### config.mk
export PLATFORM = sky130hd
export DESIGN_NAME = imuldiv_int_div_iterative_flat
export DESIGN_NICKNAME = d
export VERILOG_FILES = /design/src/rtl/imuldiv_int_div_iterative_if.sv /design/src/rtl/imuldiv_int_div_iterative.sv /design/src/flat_wrapper.sv
export SDC_FILE = /design/constraint.sdc
export NUM_CORES = 1
export LEC_CHECK = 0
export ABC_CLOCK_PERIOD_IN_PS = 4300
export BUFFER_PORTS_ARGS = -buffer_cell sky130_fd_sc_hd__buf_2
export CORE_MARGIN = 1
export CORE_UTILIZATION = 40
export CTS_CLUSTER_DIAMETER = 100
export DETAILED_ROUTE_END_ITERATION = 6
export PLACE_DENSITY = 0.69
export SYNTH_ARGS = -nofsm -noshare
export SYNTH_HDL_FRONTEND = slang
export SYNTH_SLANG_ARGS = --single-unit
### constraint.sdc
create_clock -name clk -period 4.3 [get_ports clk]
set_input_delay 0.645 -clock clk [delete_from_list [all_inputs] [get_ports clk]]
set_output_delay 0.645 -clock clk [all_outputs]
set_load 0.01 [all_outputs]
### src/rtl/imuldiv_int_div_iterative_if.sv
// imuldiv_int_div_iterative_if: val/rdy request/response bundle for the iterative divider
interface imuldiv_int_div_iterative_if;
  logic        divreq_msg_fn;
  logic [31:0] divreq_msg_a;
  logic [31:0] divreq_msg_b;
  logic        divreq_val;
  logic        divreq_rdy;
  logic [63:0] divresp_msg_result;
  logic        divresp_val;
  logic        divresp_rdy;
  modport master (
    output divreq_msg_fn, divreq_msg_a, divreq_msg_b, divreq_val, divresp_rdy,
    input  divreq_rdy, divresp_msg_result, divresp_val
  );
  modport slave (
    input  divreq_msg_fn, divreq_msg_a, divreq_msg_b, divreq_val, divresp_rdy,
    output divreq_rdy, divresp_msg_result, divresp_val
  );
endinterface

### src/rtl/imuldiv_int_div_iterative.sv
// imuldiv_int_div_iterative: restoring shift-subtract 32-bit divider, one quotient bit per cycle
module imuldiv_int_div_iterative (
  input logic                           clk,
  input logic                           reset,
  imuldiv_int_div_iterative_if.slave    div
);
  typedef enum logic [1:0] {IDLE, CALC, DONE} state_t;
  state_t      state, state_next;
  logic [63:0] a_reg, b_reg, a_sh;
  logic [64:0] diff;
  logic [31:0] a_mag, b_mag, quot, rem;
  logic [5:0]  count;
  logic        sign_a, sign_b, fn_reg, go;
  assign go = div.divreq_val && div.divreq_rdy;
  always_ff @(posedge clk)
    state <= !reset ? IDLE : state_next;
  always_comb
    state_next = (state == IDLE && go)               ? CALC :
                 (state == CALC && count == 6'd1)    ? DONE :
                 (state == DONE && div.divresp_rdy)  ? IDLE : state;
  always_comb begin
    div.divreq_rdy  = state == IDLE;
    div.divresp_val = state == DONE;
  end
  always_comb begin
    a_mag = (div.divreq_msg_fn && div.divreq_msg_a[31]) ? -div.divreq_msg_a : div.divreq_msg_a;
    b_mag = (div.divreq_msg_fn && div.divreq_msg_b[31]) ? -div.divreq_msg_b : div.divreq_msg_b;
    a_sh  = a_reg << 1;
    diff  = {1'b0, a_sh} - {1'b0, b_reg};
  end
  // operands are held as magnitudes; signs are reapplied only on the way out
  always_ff @(posedge clk) begin
    if (!reset) begin
      a_reg  <= '0;
      b_reg  <= '0;
      count  <= '0;
      sign_a <= 1'b0;
      sign_b <= 1'b0;
      fn_reg <= 1'b0;
    end else if (go) begin
      sign_a <= div.divreq_msg_fn & div.divreq_msg_a[31];
      sign_b <= div.divreq_msg_fn & div.divreq_msg_b[31];
      fn_reg <= div.divreq_msg_fn;
      a_reg  <= {32'b0, a_mag};
      b_reg  <= {b_mag, 32'b0};
      count  <= 6'd32;
    end else if (state == CALC) begin
      a_reg <= diff[64] ? a_sh : {diff[63:1], 1'b1};
      count <= count - 6'd1;
    end
  end
  always_comb begin
    quot = (fn_reg && (sign_a ^ sign_b)) ? -a_reg[31:0] : a_reg[31:0];
    rem  = (fn_reg && sign_a) ? -a_reg[63:32] : a_reg[63:32];
    div.divresp_msg_result = {rem, quot};
  end
endmodule
### src/flat_wrapper.sv
// flat-port wrapper written by rule: the top's interface ports become plain ports
module imuldiv_int_div_iterative_flat 
  (clk, reset, div_divreq_msg_fn, div_divreq_msg_a, div_divreq_msg_b, div_divreq_val, div_divresp_rdy, div_divreq_rdy, div_divresp_msg_result, div_divresp_val);
  imuldiv_int_div_iterative_if div_i ();
  input logic clk;
  input logic reset;
  input wire logic [$bits(div_i.divreq_msg_fn)-1:0] div_divreq_msg_fn;
  input wire logic [$bits(div_i.divreq_msg_a)-1:0] div_divreq_msg_a;
  input wire logic [$bits(div_i.divreq_msg_b)-1:0] div_divreq_msg_b;
  input wire logic [$bits(div_i.divreq_val)-1:0] div_divreq_val;
  input wire logic [$bits(div_i.divresp_rdy)-1:0] div_divresp_rdy;
  output wire logic [$bits(div_i.divreq_rdy)-1:0] div_divreq_rdy;
  output wire logic [$bits(div_i.divresp_msg_result)-1:0] div_divresp_msg_result;
  output wire logic [$bits(div_i.divresp_val)-1:0] div_divresp_val;
  assign div_i.divreq_msg_fn = div_divreq_msg_fn;
  assign div_i.divreq_msg_a = div_divreq_msg_a;
  assign div_i.divreq_msg_b = div_divreq_msg_b;
  assign div_i.divreq_val = div_divreq_val;
  assign div_i.divresp_rdy = div_divresp_rdy;
  assign div_divreq_rdy = div_i.divreq_rdy;
  assign div_divresp_msg_result = div_i.divresp_msg_result;
  assign div_divresp_val = div_i.divresp_val;
  imuldiv_int_div_iterative u_core (.clk(clk), .reset(reset), .div(div_i));
endmodule
# Word level (Yosys, flattened, before mapping)
# Cells that the tools add are included.
totals:
  wordCells: 49
  ff_bits: 107
  in_bits: 69
op_classes:
  n_reduce_logical: 14
  muxes: 12
  n_eq_ne: 3
  n_bitwise: 4
  addsub: 6
op_table:
  columns: ["op", "count"]
  rows:
  - ["32-bit two-way mux", 6]
  - ["32-bit negator", 4]
  - ["64-bit by 64-bit subtractor with 65-bit output", 1]
  - ["64-bit two-way mux", 1]
  - ["6-bit two-way mux", 2]
  - ["1-bit logical AND", 8]
  - ["6-bit by 1-bit equality test with 1-bit output (second input constant)", 1]
  - ["6-bit by 1-bit subtractor with 6-bit output (second input constant)", 1]
  - ["2-bit two-way mux", 2]
  - ["2-bit nonzero test", 2]
  - ["2-bit OR reduction", 2]
  - ["3-bit nonzero test", 1]
  - ["1-bit AND", 2]
  - ["2-bit by 1-bit equality test with 1-bit output (second input constant)", 1]
  - ["2-bit equality test (second input constant)", 1]
  - ["2-bit logical NOT", 1]
  - ["1-bit two-way mux", 1]
  - ["1-bit NOT", 1]
  - ["1-bit XOR", 1]

# Longest topological paths before layout
logic_depth:
  word_depth: 5
  mapped_depth: 14
  ltp_nobuf: 12

# Worst setup path before layout
# No wires, ideal clock.
synth_path:
  path_kind: "input to register"
  startpoint: "input div_divreq_msg_b[1]"
  endpoint: "register u_core.b_reg[62]"
  path_slack_ns: 1.221
  stages: 11
  setup_ns: 0.115
  t_arrival_ns: 2.964
  cell_sequence: "inv_1 ha_1 or3b_4 or4_4 or4_4 o31ai_4 o21ai_2 a21oi_2 xor2_1 o21ai_1 and2_1"
synth_via:
  elab_chain_len: 2
synth_rtl:
  columns: ["element", "line_no", "text"]
  rows:
  - ["start, declared", "flat_wrapper.sv:9", "input wire logic [$bits(div_i.divreq_msg_b)-1:0] div_divreq_msg_b;"]
  - ["32-bit negator", "imuldiv_int_div_iterative.sv:27", "b_mag = (div.divreq_msg_fn && div.divreq_msg_b[31]) ? -div.divreq_msg_b : div.divreq_msg_b;"]
  - ["32-bit two-way mux", "imuldiv_int_div_iterative.sv:27", null]
  - ["end signal, assigned", "imuldiv_int_div_iterative.sv:45", "b_reg <= {b_mag, 32'b0};"]
  - ["end, declared", "imuldiv_int_div_iterative.sv:9", "logic [63:0] a_reg, b_reg, a_sh;"]
# Every way passes these cells.
# A chain may end at the register's enable or synchronous reset.

# Worst setup path after layout
layout_path:
  startpoint: "register u_core.a_reg[31]"
  endpoint: "register u_core.a_reg[62]"
layout_via:
  elab_chain_len: 2
layout_rtl:
  columns: ["element", "line_no", "text"]
  rows:
  - ["start, declared", "imuldiv_int_div_iterative.sv:9", null]
  - ["start signal, assigned", "imuldiv_int_div_iterative.sv:44", "a_reg <= {32'b0, a_mag};"]
  - ["start signal, assigned", "imuldiv_int_div_iterative.sv:48", "a_reg <= diff[64] ? a_sh : {diff[63:1], 1'b1};"]
  - ["64-bit by 64-bit subtractor with 65-bit output", "imuldiv_int_div_iterative.sv:29", "diff = {1'b0, a_sh} - {1'b0, b_reg};"]
  - ["64-bit two-way mux", "imuldiv_int_div_iterative.sv:48", null]
# Every way passes these cells.

==> flow_summary.yaml <==
layout:
  largest_register_ff_count: 64
  syn2layout_area_growth_pct: 12.75
  final_cells: 1552
  multi_input_area_um2: 6230
  fin_area_um2: 9992
  fillers: 2205
  seq_area_um2: 2142
  final_nets: 1373
  layout-drive-gt1-share_pct: 14.49
sta:
  fin_worst_skew_ns: 0.01373
  clock.fmax_mhz: 261.5
  relSlewSlack_pct: 38.23
  setup_violations: 0
  layout_min_cycle_time_ns: 3.824
  final-hold-violation-count: 0
  whs_ns: 0.4861
  drv_slew: 0
  rsz0062_at_grt: "false"
  period_share_pct: 88.94
  tns_ns: 0
  tightest_slew_ns: 0.9266
power:
  p_leak_nw: 4.634
  power_density_nw_per_um2: 335.4
  comb_power_share_pct: 39.8
  power_mw: 3.352
  ir_worst_vdd_v: 0.0002104
  seqPwrFrac_pct: 35.1
  p_sw_mw: 1.308
  p_sw_share_pct: 39.03
  clkPwrFrac_pct: 25.0
  intPower_mw: 2.044
worst_setup_path:
  critPathCaptureType: "register"
  critPathArrivalTime_ns: 4.13
  r2r-end: "u_core.a_reg[62]$_SDFFE_PP0P_"
  path_class: "reg -> reg"
  cp_max_fo: 19
  crit_chain: "inv_1, ha_1, fa_1, nand2b_1, a21oi_1, a2111oi_0, o31ai_1, a41oi_1, a211oi_4, buf_4, nand2_1, a311oi_1, a31o_2"
  reg2regPathDepth: 13
  required_ns: 4.61
  r2r-start: "u_core.a_reg[31]$_SDFFE_PN0P_"
  slowest_stage: "o31ai_1"
  reg2reg_slack_ns: 0.48
  cp-start-kind: "register"
  slowest_delay_ns: 0.48
worst_hold_path:
  hold_path.class: "reg -> reg"
  hold_end: "u_core.sign_b$_SDFFE_PN0P_"
  hold_start: "u_core.sign_b$_SDFFE_PN0P_"
  holdPathStages: 2
clock_tree:
  h-tree-depth: 3
  cts_hold_buffers: 0
  clkSinkCount: 107
  tritoncts: "done"
  clock_latency_ns: 0.36
  cts_inserted_buffers: 9
  cts_resized: 0
  post_cts_buffers: 0
  clkTransAtPathRegs_ns: 0.08
  cts_root_buffer: "clkbuf_16"
  clockBufferDepth: 2
floorplanning:
  start_util_pct: 40.73
  die-area_um2: 22750
  core_area_um2: 21760
  num_rows: 54
  die_height_um: 150.8
  ios: 135
  die_w_um: 150.8
job:
  cap_violations: 0
synth:
  yosysWarnings: 0
  synth-main-ff-cell: "dfxtp_1"
  synth_top_cell_by_area: "dfxtp_1"
  synth_simple_gate_area_share_pct: 20.92
  synth_top_family_by_area: "compound AO/OA/AOI/OAI gates"
  ys_types: 68
  ys_seq_area_share_pct: 24.17
  synth.most_common_cell: "nand2_1"
  mappedNetlistArea_um2: 8862
  synth-compound-area-share_pct: 26.39
  ys_ff_latch: 107
  synth.area.mux_share_pct: 3.050
  synth_top_area_share_pct: 24.17
  synth_edf_count: 0
  syn_area_per_cell_um2: 7.523
  async_flop_share_pct: 0
  syn_nets: 1286
  yosys-top-cells-area: "dfxtp_1, xor2_1, xnor2_1, nand2_1, o211a_1"
  synth_fa_ha_area_share_pct: 5.591
  synth_commonest_cells: "nand2_1, dfxtp_1, a21oi_1"
  synth-xor-area-share_pct: 14.13
  synthCells: 1178
placement:
  dp.cells: 1534
  dp_hpwl_um: 18390
  placed_cell_area_um2: 9693
  port_buffers: 134
  finalWeightedCongestion: 0.8989
routing:
  drc: 0
  dr_total_vias: 8721
  totalWireLength_um: 24470
  first_pass_iters: 5
  antenna_left: 0
  viasPerCell: 5.619
  wl_per_cell_um: 15.76
  drt_first_iter_violations: 534
grt:
  grt_pass1_wl_um: 38970
  antenna_found_initial: 3
  grt_usage_pct: 21.62
  grt_pass1_vias: 7727
  grt_remaining_overflow: 0
  grt_max_degree: 76
outcome:
  status: "finished, final reports clean"
==> logic make-up after synthesis <==
family | Yosys count
mux | 27
flops | 107
simple gates | 390
xor+xnor | 143
fa+ha+maj | 39
buf+inv | 127
compound gates | 345
==> metrics by stage <==
step / worst slack [ns] / util [%]
final: 0.4757 / 45.93
after global routing: 0.2527 / 45.91
after CTS: 0.4713 / 45.91
after detailed placement: 0.5731 / 44.55
after global placement: 0.7481 / 44.55
after floorplan: 1.221 / -
==> per-layer routing <==
metal	track usage (%)	up-vias	part of all wire, %
met2	34.54	253	45
met4	7.200	4	2.2
met5	0	-	0.065
met3	3.163	38	5.7
li1	-	4352	-
met1	29.65	4074	47
==> how the worst max path moves through the flow <==
| stage | to | slack [ns] | cells after the start | from |
|---|---|---|---|---|
| after CTS | div_divresp_msg_result[61] | 0.47 | 8 | u_core.a_reg[38]$_SDFFE_PP0P_ |
| after global placement | u_core.a_reg[62]$_SDFFE_PP0P_ | 0.75 | 13 | u_core.a_reg[31]$_SDFFE_PN0P_ |
| final | u_core.a_reg[62]$_SDFFE_PP0P_ | 0.48 | 13 | u_core.a_reg[31]$_SDFFE_PN0P_ |
| after detailed placement | u_core.a_reg[59]$_SDFFE_PP0P_ | 0.57 | 13 | u_core.a_reg[31]$_SDFFE_PN0P_ |
| after global routing | u_core.a_reg[62]$_SDFFE_PP0P_ | 0.25 | 13 | u_core.a_reg[31]$_SDFFE_PN0P_ |
| after floorplan | u_core.b_reg[62]$_SDFFE_PN0P_ | 1.22 | 11 | div_divreq_msg_b[1] |
==> critical path: cells and delay by family, from the launching register on <==
kind / cells / cell delay, ns
flip-flops: 1 / 0.43
AND/OR/NAND/NOR: 2 / 0.36
buffers and inverters: 2 / 0.41
adder cells (fa/ha/maj): 2 / 0.61
AO/OA/AOI/OAI: 7 / 1.95
==> area by class of cell <==
class,instances,area share (%)
multi-input cells,944,62.35
clock inverters,7,0.6887
inverters,58,2.179
clock buffers,9,2.254
repair buffers,145,7.538
diodes,2,0.05009
well taps,280,3.506
flip-flops and latches,107,21.44
==> power by group through the flow <==
stage	logic [mW]	registers (mW)	clock network, mW
floorplan	1.00	1.16	0
global placement	1.31	1.19	0
detailed placement	1.32	1.20	0
CTS	1.33	1.18	0.860
global route	1.48	1.19	0.897
finish	1.34	1.18	0.839
==> layout by cell type, fill, tap and decap left out, drive strengths merged, types with 3 or more instances in the layout <==
master / n
nor4: 10
o41ai: 11
nand3: 38
a31oi: 8
o31a: 3
o21a: 5
a31o: 3
or4: 11
o211a: 48
a21o: 11
o21ai: 82
a211oi: 19
nand2: 152
ha: 38
xnor2: 69
nor3: 25
and2: 24
buf: 145
and3: 7
dfxtp: 107
a41oi: 3
o31ai: 16
clkbuf: 9
o211ai: 13
nor2: 79
a21boi: 8
inv: 62
o311a: 4
mux2i: 27
a22oi: 3
nand4: 4
nor2b: 6
nand2b: 12
or3: 11
a21oi: 94
xor2: 74
o21bai: 5
Power figures use the tool's default switching activity.
